### src/rtl/seg_msg_scheduler_pkg.sv
// seg_msg_pkg: message length, glyph patterns, state encoding and glyph ROM lookup
package seg_msg_pkg;
    localparam int MSG_LEN = 14;
    localparam logic [7:0] GLY_DP    = 8'h80;
    localparam logic [7:0] GLY_S     = 8'h5B;
    localparam logic [7:0] GLY_E     = 8'h4F;
    localparam logic [7:0] GLY_N     = 8'h15;
    localparam logic [7:0] GLY_O     = 8'h7E;
    localparam logic [7:0] GLY_L     = 8'h0E;
    localparam logic [7:0] GLY_G     = 8'h5F;
    localparam logic [7:0] GLY_U     = 8'h3E;
    localparam logic [7:0] GLY_BLANK = 8'h00;
    typedef enum logic [1:0] {IDLE = 2'd0, RUN = 2'd1, GAP = 2'd2} state_t;
    function automatic logic [7:0] glyph(input logic [3:0] i);
        case (i)
            4'd0:    return GLY_DP;
            4'd1:    return GLY_S;
            4'd2:    return GLY_E;
            4'd3:    return GLY_N;
            4'd4:    return GLY_O;
            4'd5:    return GLY_L;
            4'd6:    return GLY_G;
            4'd7:    return GLY_U;
            4'd8:    return GLY_L;
            4'd9:    return GLY_G;
            4'd10:   return GLY_O;
            4'd11:   return GLY_N;
            4'd12:   return GLY_U;
            4'd13:   return GLY_L;
            default: return GLY_BLANK;
        endcase
    endfunction
endpackage

### src/rtl/seg_msg_scheduler_if.sv
// seg_msg_scheduler_if: control inputs and segment outputs of the message scheduler
interface seg_msg_scheduler_if;
    logic       ena;
    logic       btn_raw;
    logic       mode_auto;
    logic [2:0] speed;
    logic       hold;
    logic [7:0] seg_out;
    logic [3:0] char_idx;
    logic       frame_done;
    modport master (output ena, btn_raw, mode_auto, speed, hold, input seg_out, char_idx, frame_done);
    modport slave  (input ena, btn_raw, mode_auto, speed, hold, output seg_out, char_idx, frame_done);
endinterface

### src/rtl/seg_msg_scheduler_btn_debounce.sv
// btn_debounce: synchronizes a bouncy button and pulses once per accepted rising level
module btn_debounce #(
    parameter int DEB_CYCLES = 50000
) (
    input  logic clk,
    input  logic rst_n,
    input  logic ena,
    input  logic btn_raw,
    output logic btn_pulse
);
    localparam int CW = $clog2(DEB_CYCLES + 1);
    logic [1:0]    sync;
    logic [CW-1:0] cnt;
    logic          stable;
    logic          flip;
    assign flip = sync[1] != stable && cnt == CW'(DEB_CYCLES - 1);
    always_ff @(posedge clk) begin
        if (!rst_n) begin
            sync      <= '0;
            cnt       <= '0;
            stable    <= 1'b0;
            btn_pulse <= 1'b0;
        end else if (ena) begin
            sync      <= {sync[0], btn_raw};
            cnt       <= (sync[1] != stable && !flip) ? cnt + CW'(1) : '0;
            stable    <= flip ? sync[1] : stable;
            btn_pulse <= flip && sync[1];
        end
    end
endmodule

### src/rtl/seg_msg_scheduler.sv
// seg_msg_scheduler: steps a fixed 7-segment message on button presses or an auto-scroll tick
module seg_msg_scheduler
    import seg_msg_pkg::*;
#(
    parameter int SPD_BASE   = 20,
    parameter int DEB_CYCLES = 50000
) (
    input logic              clk,
    input logic              rst_n,
    seg_msg_scheduler_if.slave bus
);
    localparam int PW = SPD_BASE + 7;
    logic          btn_pulse, tick, adv, changed, mode_q;
    logic [2:0]    speed_q;
    logic [PW-1:0] pre, reload;
    state_t        state, state_d;
    logic [7:0]    seg, seg_d;
    logic [3:0]    idx, idx_d;
    logic          fd, fd_d;
    btn_debounce #(.DEB_CYCLES(DEB_CYCLES)) u_deb (
        .clk, .rst_n, .ena(bus.ena), .btn_raw(bus.btn_raw), .btn_pulse
    );
    assign reload  = (PW'(1) << (SPD_BASE + int'(bus.speed))) - PW'(1);
    // a rate or mode change restarts the period instead of ticking
    assign changed = bus.speed != speed_q || bus.mode_auto != mode_q;
    assign tick    = bus.mode_auto && !bus.hold && !changed && pre == '0;
    assign adv     = btn_pulse | tick;
    always_ff @(posedge clk) begin
        if (!rst_n) begin
            pre     <= reload;
            speed_q <= bus.speed;
            mode_q  <= bus.mode_auto;
        end else if (bus.ena) begin
            pre     <= (changed || tick) ? reload : (bus.mode_auto && !bus.hold) ? pre - PW'(1) : pre;
            speed_q <= bus.speed;
            mode_q  <= bus.mode_auto;
        end
    end
    always_ff @(posedge clk) begin
        if (!rst_n) begin
            state <= IDLE;
            seg   <= GLY_BLANK;
            idx   <= '0;
            fd    <= 1'b0;
        end else if (bus.ena) begin
            state <= state_d;
            seg   <= seg_d;
            idx   <= idx_d;
            fd    <= fd_d;
        end
    end
    always_comb begin
        state_d = state;
        seg_d   = seg;
        idx_d   = idx;
        fd_d    = 1'b0;
        if (adv) begin
            if (state == RUN && idx == 4'(MSG_LEN - 1)) begin
                state_d = GAP;
                seg_d   = GLY_BLANK;
                fd_d    = 1'b1;
            end else begin
                state_d = RUN;
                idx_d   = state == RUN ? idx + 4'd1 : 4'd0;
                seg_d   = glyph(idx_d);
            end
        end
    end
    assign bus.seg_out    = seg;
    assign bus.char_idx   = idx;
    assign bus.frame_done = fd;
endmodule
### src/flat_wrapper.sv
// flat-port wrapper written by rule: the top's interface ports become plain ports
module seg_msg_scheduler_flat import seg_msg_pkg::*;
#(
    parameter int SPD_BASE   = 20,
    parameter int DEB_CYCLES = 50000
)
  (clk, rst_n, bus_ena, bus_btn_raw, bus_mode_auto, bus_speed, bus_hold, bus_seg_out, bus_char_idx, bus_frame_done);
  seg_msg_scheduler_if bus_i ();
  input logic clk;
  input logic rst_n;
  input wire logic [$bits(bus_i.ena)-1:0] bus_ena;
  input wire logic [$bits(bus_i.btn_raw)-1:0] bus_btn_raw;
  input wire logic [$bits(bus_i.mode_auto)-1:0] bus_mode_auto;
  input wire logic [$bits(bus_i.speed)-1:0] bus_speed;
  input wire logic [$bits(bus_i.hold)-1:0] bus_hold;
  output wire logic [$bits(bus_i.seg_out)-1:0] bus_seg_out;
  output wire logic [$bits(bus_i.char_idx)-1:0] bus_char_idx;
  output wire logic [$bits(bus_i.frame_done)-1:0] bus_frame_done;
  assign bus_i.ena = bus_ena;
  assign bus_i.btn_raw = bus_btn_raw;
  assign bus_i.mode_auto = bus_mode_auto;
  assign bus_i.speed = bus_speed;
  assign bus_i.hold = bus_hold;
  assign bus_seg_out = bus_i.seg_out;
  assign bus_char_idx = bus_i.char_idx;
  assign bus_frame_done = bus_i.frame_done;
  seg_msg_scheduler #(.SPD_BASE(SPD_BASE), .DEB_CYCLES(DEB_CYCLES)) u_core (.clk(clk), .rst_n(rst_n), .bus(bus_i));
endmodule
### config.mk
export PLATFORM = sky130hd
export DESIGN_NAME = seg_msg_scheduler_flat
export DESIGN_NICKNAME = d
export VERILOG_FILES = /design/src/rtl/seg_msg_scheduler_pkg.sv /design/src/rtl/seg_msg_scheduler_if.sv /design/src/rtl/seg_msg_scheduler_btn_debounce.sv /design/src/rtl/seg_msg_scheduler.sv /design/src/flat_wrapper.sv
export SDC_FILE = /design/constraint.sdc
export NUM_CORES = 1
export LEC_CHECK = 0
export CAP_MARGIN = 20
export CORE_MARGIN = 4
export CORE_UTILIZATION = 60
export CTS_BUF_LIST = sky130_fd_sc_hd__clkbuf_4
export DETAILED_ROUTE_END_ITERATION = 8
export GPL_TIMING_DRIVEN = 0
export MAX_ROUTING_LAYER = met4
export PLACE_DENSITY = 0.76
export SLEW_MARGIN = 20
export SYNTH_ARGS = -nofsm -noshare
export SYNTH_HDL_FRONTEND = slang
export SYNTH_HIERARCHICAL = 1
export SYNTH_SLANG_ARGS = --single-unit
### constraint.sdc
create_clock -name clk -period 8.8 [get_ports clk]
set_input_delay 1.76 -clock clk [delete_from_list [all_inputs] [get_ports clk]]
set_output_delay 1.76 -clock clk [all_outputs]
set_load 0.02 [all_outputs]
==> results of run 1 <==
==> registers in the layout, indices dropped and copies added, names as in the netlist <==
signal	count
u_core/u_deb/sync	2
u_core/u_deb/btn_pulse	1
u_core/bus.seg_out	7
u_core/state	2
u_core/mode_q	1
u_core/u_deb/stable	1
u_core/u_deb/cnt	16
u_core/bus.char_idx	4
u_core/pre	27
u_core/bus.frame_done	1
u_core/speed_q	3
==> report_power, final <==
part | switching, mW | internal, mW | leakage [nW]
sequential | 0.00499 | 0.324 | 0.534
clock | 0.101 | 0.0859 | 0.0703
combinational | 0.0195 | 0.0147 | 0.725
total | 0.125 | 0.424 | 1.33
==> metrics by stage <==
step                      area, um2    util  total power [mW]  setup WS, ns  hold WS, ns
after floorplan                3596       -            0.3566         3.485       0.4384
after global placement         3896  0.6906            0.3675         1.986       0.4477
after detailed placement       3923  0.6953            0.3699         3.831       0.4492
after CTS                      4048  0.7175            0.5561         4.237       0.4644
after global routing           4048  0.7175            0.5770         3.954       0.4761
final                          4048  0.7175            0.5499         4.170       0.4628
==> routing by layer <==
layer  track usage  share of wire
met5             -              0
met4       0.08201          0.014
met3       0.04175          0.042
met2        0.3340           0.49
met1        0.2492           0.45
==> area by class of cell <==
| class | instances | area, um2 |
|---|---|---|
| inverter | 9 | 33.78 |
| timing repair buffer | 22 | 225.2 |
| tap | 72 | 90.09 |
| multi-input combinational | 277 | 1897 |
| buffer | 13 | 65.06 |
| sequential | 65 | 1612 |
| clock buffer | 10 | 75.07 |
| clock inverter | 6 | 50.05 |
| fill | 418 | 1594 |
==> cell usage in the layout (no fill, tap or decap), types with 4 or more instances in the layout <==
master           count
nand2_1             43
nor2_1              41
dfxtp_1             34
edfxtp_1            31
xnor2_1             30
clkdlybuf4s50_1     21
nor3_1              16
nand3_1             16
xor2_1              15
clkbuf_4            10
ha_1                10
inv_1                9
clkbuf_1             9
mux2i_1              9
a21oi_1              7
a21boi_0             7
nand2b_1             6
o21ai_0              6
or4_1                5
nor2b_1              5
clkinv_1             4
or3_1                4
o31ai_1              4
and3_1               4
nor4_2               4
==> worst max-delay path by stage <==
stage / from / to / slack (ns) / cells past startpoint
2_1_floorplan: bus_hold / u_core/pre[0] / 3.48 / 5
3_3_place_gp: bus_mode_auto / u_core/pre[5] / 1.99 / 6
3_5_place_dp: bus_speed[2] / u_core/pre[4] / 3.83 / 9
4_1_cts: bus_speed[2] / u_core/pre[10] / 4.24 / 9
5_1_grt: bus_speed[2] / u_core/pre[13] / 3.95 / 9
6_report: bus_speed[2] / u_core/pre[10] / 4.17 / 9
==> kinds of logic (layout without fill, tap and decap cells) <==
kind of cell             count (synthesis)  in the layout  synth area share
multiplexers                             9              9           0.02505
AO/OA/AOI/OAI                           37             37           0.07098
other                                    1              1          0.001043
adder cells (fa/ha/maj)                 10             10           0.03479
AND/OR/NAND/NOR                        175            175            0.2829
flip-flops                              65             65            0.4482
buffers and inverters                   22             60           0.02748
XOR/XNOR                                45             45            0.1096
==> worst reg2reg max path: stages (launching register included) <==
cell and delay, ns:
edfxtp_1 0.42, inv_1 0.08, ha_1 0.23, or4b_1 0.54, nor4_4 0.27, a31oi_1 0.30, clkbuf_1 0.34, a21boi_4 0.47
buf_8 0.24
==> out/results.ini, run 1 <==
[worst_setup_path]
critPathRequiredTime_ns = 8.96
cp_max_fo = 16
arrival_ns = 4.79
slowest_stage = nor4_1
reg2reg_to = u_core/pre[10]
r2r_cells = 8
start_kind = input port
path_cells = clkdlybuf4s50_1 -> clkbuf_1 -> xor2_1 -> nor4_1 -> nand2_1 -> a31oi_1 -> clkbuf_1 -> a21boi_4 -> buf_8
slowest_delay_ns = 0.56
cp.buffers_inverters = 4
ff2ff_setup_slack_ns = 5.61
path_common_cell = clkbuf_1
end_kind = flop
worstSetupPathType = in2reg
timing.rr.start = u_core/pre[0]
critPathTopFamily = buffers and inverters

[status]
outcome = completed

[grt]
grt_max_degree = 17
gr-total-overflow = 0
grt_pass1_vias = 2717
antenna_found_initial = 0
grt_use_total = 0.2053
grt_pass1_wl_um = 11830

[cts]
clkLatencyLatePin_ns = 0.40
cts-root-buf = clkbuf_4
hold_buffers = 0
cts_tree = built
clk_pin_slew_ns = 0.10
htree_levels = 3
cts_buffer_depth = 2
cts_sinks = 65
post_cts_buffers = 0
cts_inserted_buffers = 9
post_cts_resized = 0

[finish]
fin_cells = 474
drive_gt1_frac = 0.09701
fin_nets = 416
area_delta_synth_final_pct = 12.56
antenna_cells = 0

[floorplanning]
pin_count = 22
die_h_um = 85.42
rows = 27
start_util = 0.6374
die_x_um = 85.42
dieArea_um2 = 7296
core-area_um2 = 5642

[hold_path]
hold_depth = 2
min_to = u_core/bus.seg_out[7]
hold_path_startpoint = u_core/bus.seg_out[7]
hold_path_class = reg2reg

[timing]
final.period_utilization = 0.5261
setup_viol = 0
fmax_mhz = 216.0
slew_violations = 0
hold_viol = 0
rsz0062_at_grt = no
tightestPinTransition_ns = 0.6363
fin_skew_ns = 0.01589
tns_ns = 0
slew_headroom = 0.5738
period_minus_slack_ns = 4.630

[yosys]
synthTopCellsByArea = edfxtp_1 (26%), dfxtp_1 (19%), xnor2_1 (7.3%), nand2_1 (4.5%), nor2_1 (4.3%)
seq_area_frac_synth = 0.4482
synth_warnings = 6
synth_top_cell_by_area = edfxtp_1
synthFlopType = dfxtp_1
synth_top_cell_area_share = 0.2589
mappedNetlistArea_um2 = 3596
synth_seq_cells = 65
async_reset_ff_frac = 0
yosysUniqueCellTypes = 56
yosysMostFrequentCell = nand2_1
avgSynthCellArea_um2 = 9.879
synth_edf_count = 31
synth_common_cells = nand2_1 (43), nor2_1 (41), dfxtp_1 (34)
synthCells = 364
syn-num-nets = 383

[routing]
drtAntennaViolNets = 0
num_vias = 2707
drc = 0
viasPerCell = 5.711
wl_per_cell_um = 14.18
wirelength_um = 6721
drtIter0Drc = 85
drt_pre_antenna_iters = 5

[placed_design]
portBuffers = 21
hpwlAfterDp_um = 4935
placed_cells = 458
gp_congestion = 0.9742

[power_and_ir_drop]
p_leak_nw = 1.329
vdd_drop_max_v = 0.0001727
power_density_nw_per_um2 = 135.8

[job]
maxCapViolCount = 0

No activity file was read; power rests on OpenSTA's default activity.
==> run 2: changes to the inputs <==
==> constraint.sdc (replaced) <==
create_clock -name clk -period 4.8 [get_ports clk]
set_input_delay 0.96 -clock clk [delete_from_list [all_inputs] [get_ports clk]]
set_output_delay 0.96 -clock clk [all_outputs]
set_load 0.02 [all_outputs]
==> results of run 2 <==
Same layout as run 1 (identical final DEF). Status: completed.
Main changes from that run: setup slack after placement 3.831 ns -> 0.6307 ns; setup slack after layout 4.170 ns -> 0.9701 ns; register-to-register setup slack 5.61 ns -> 1.61 ns; total power 0.5499 mW -> 1.008 mW; worst IR drop on VDD 0.0001727 V -> 0.0003167 V
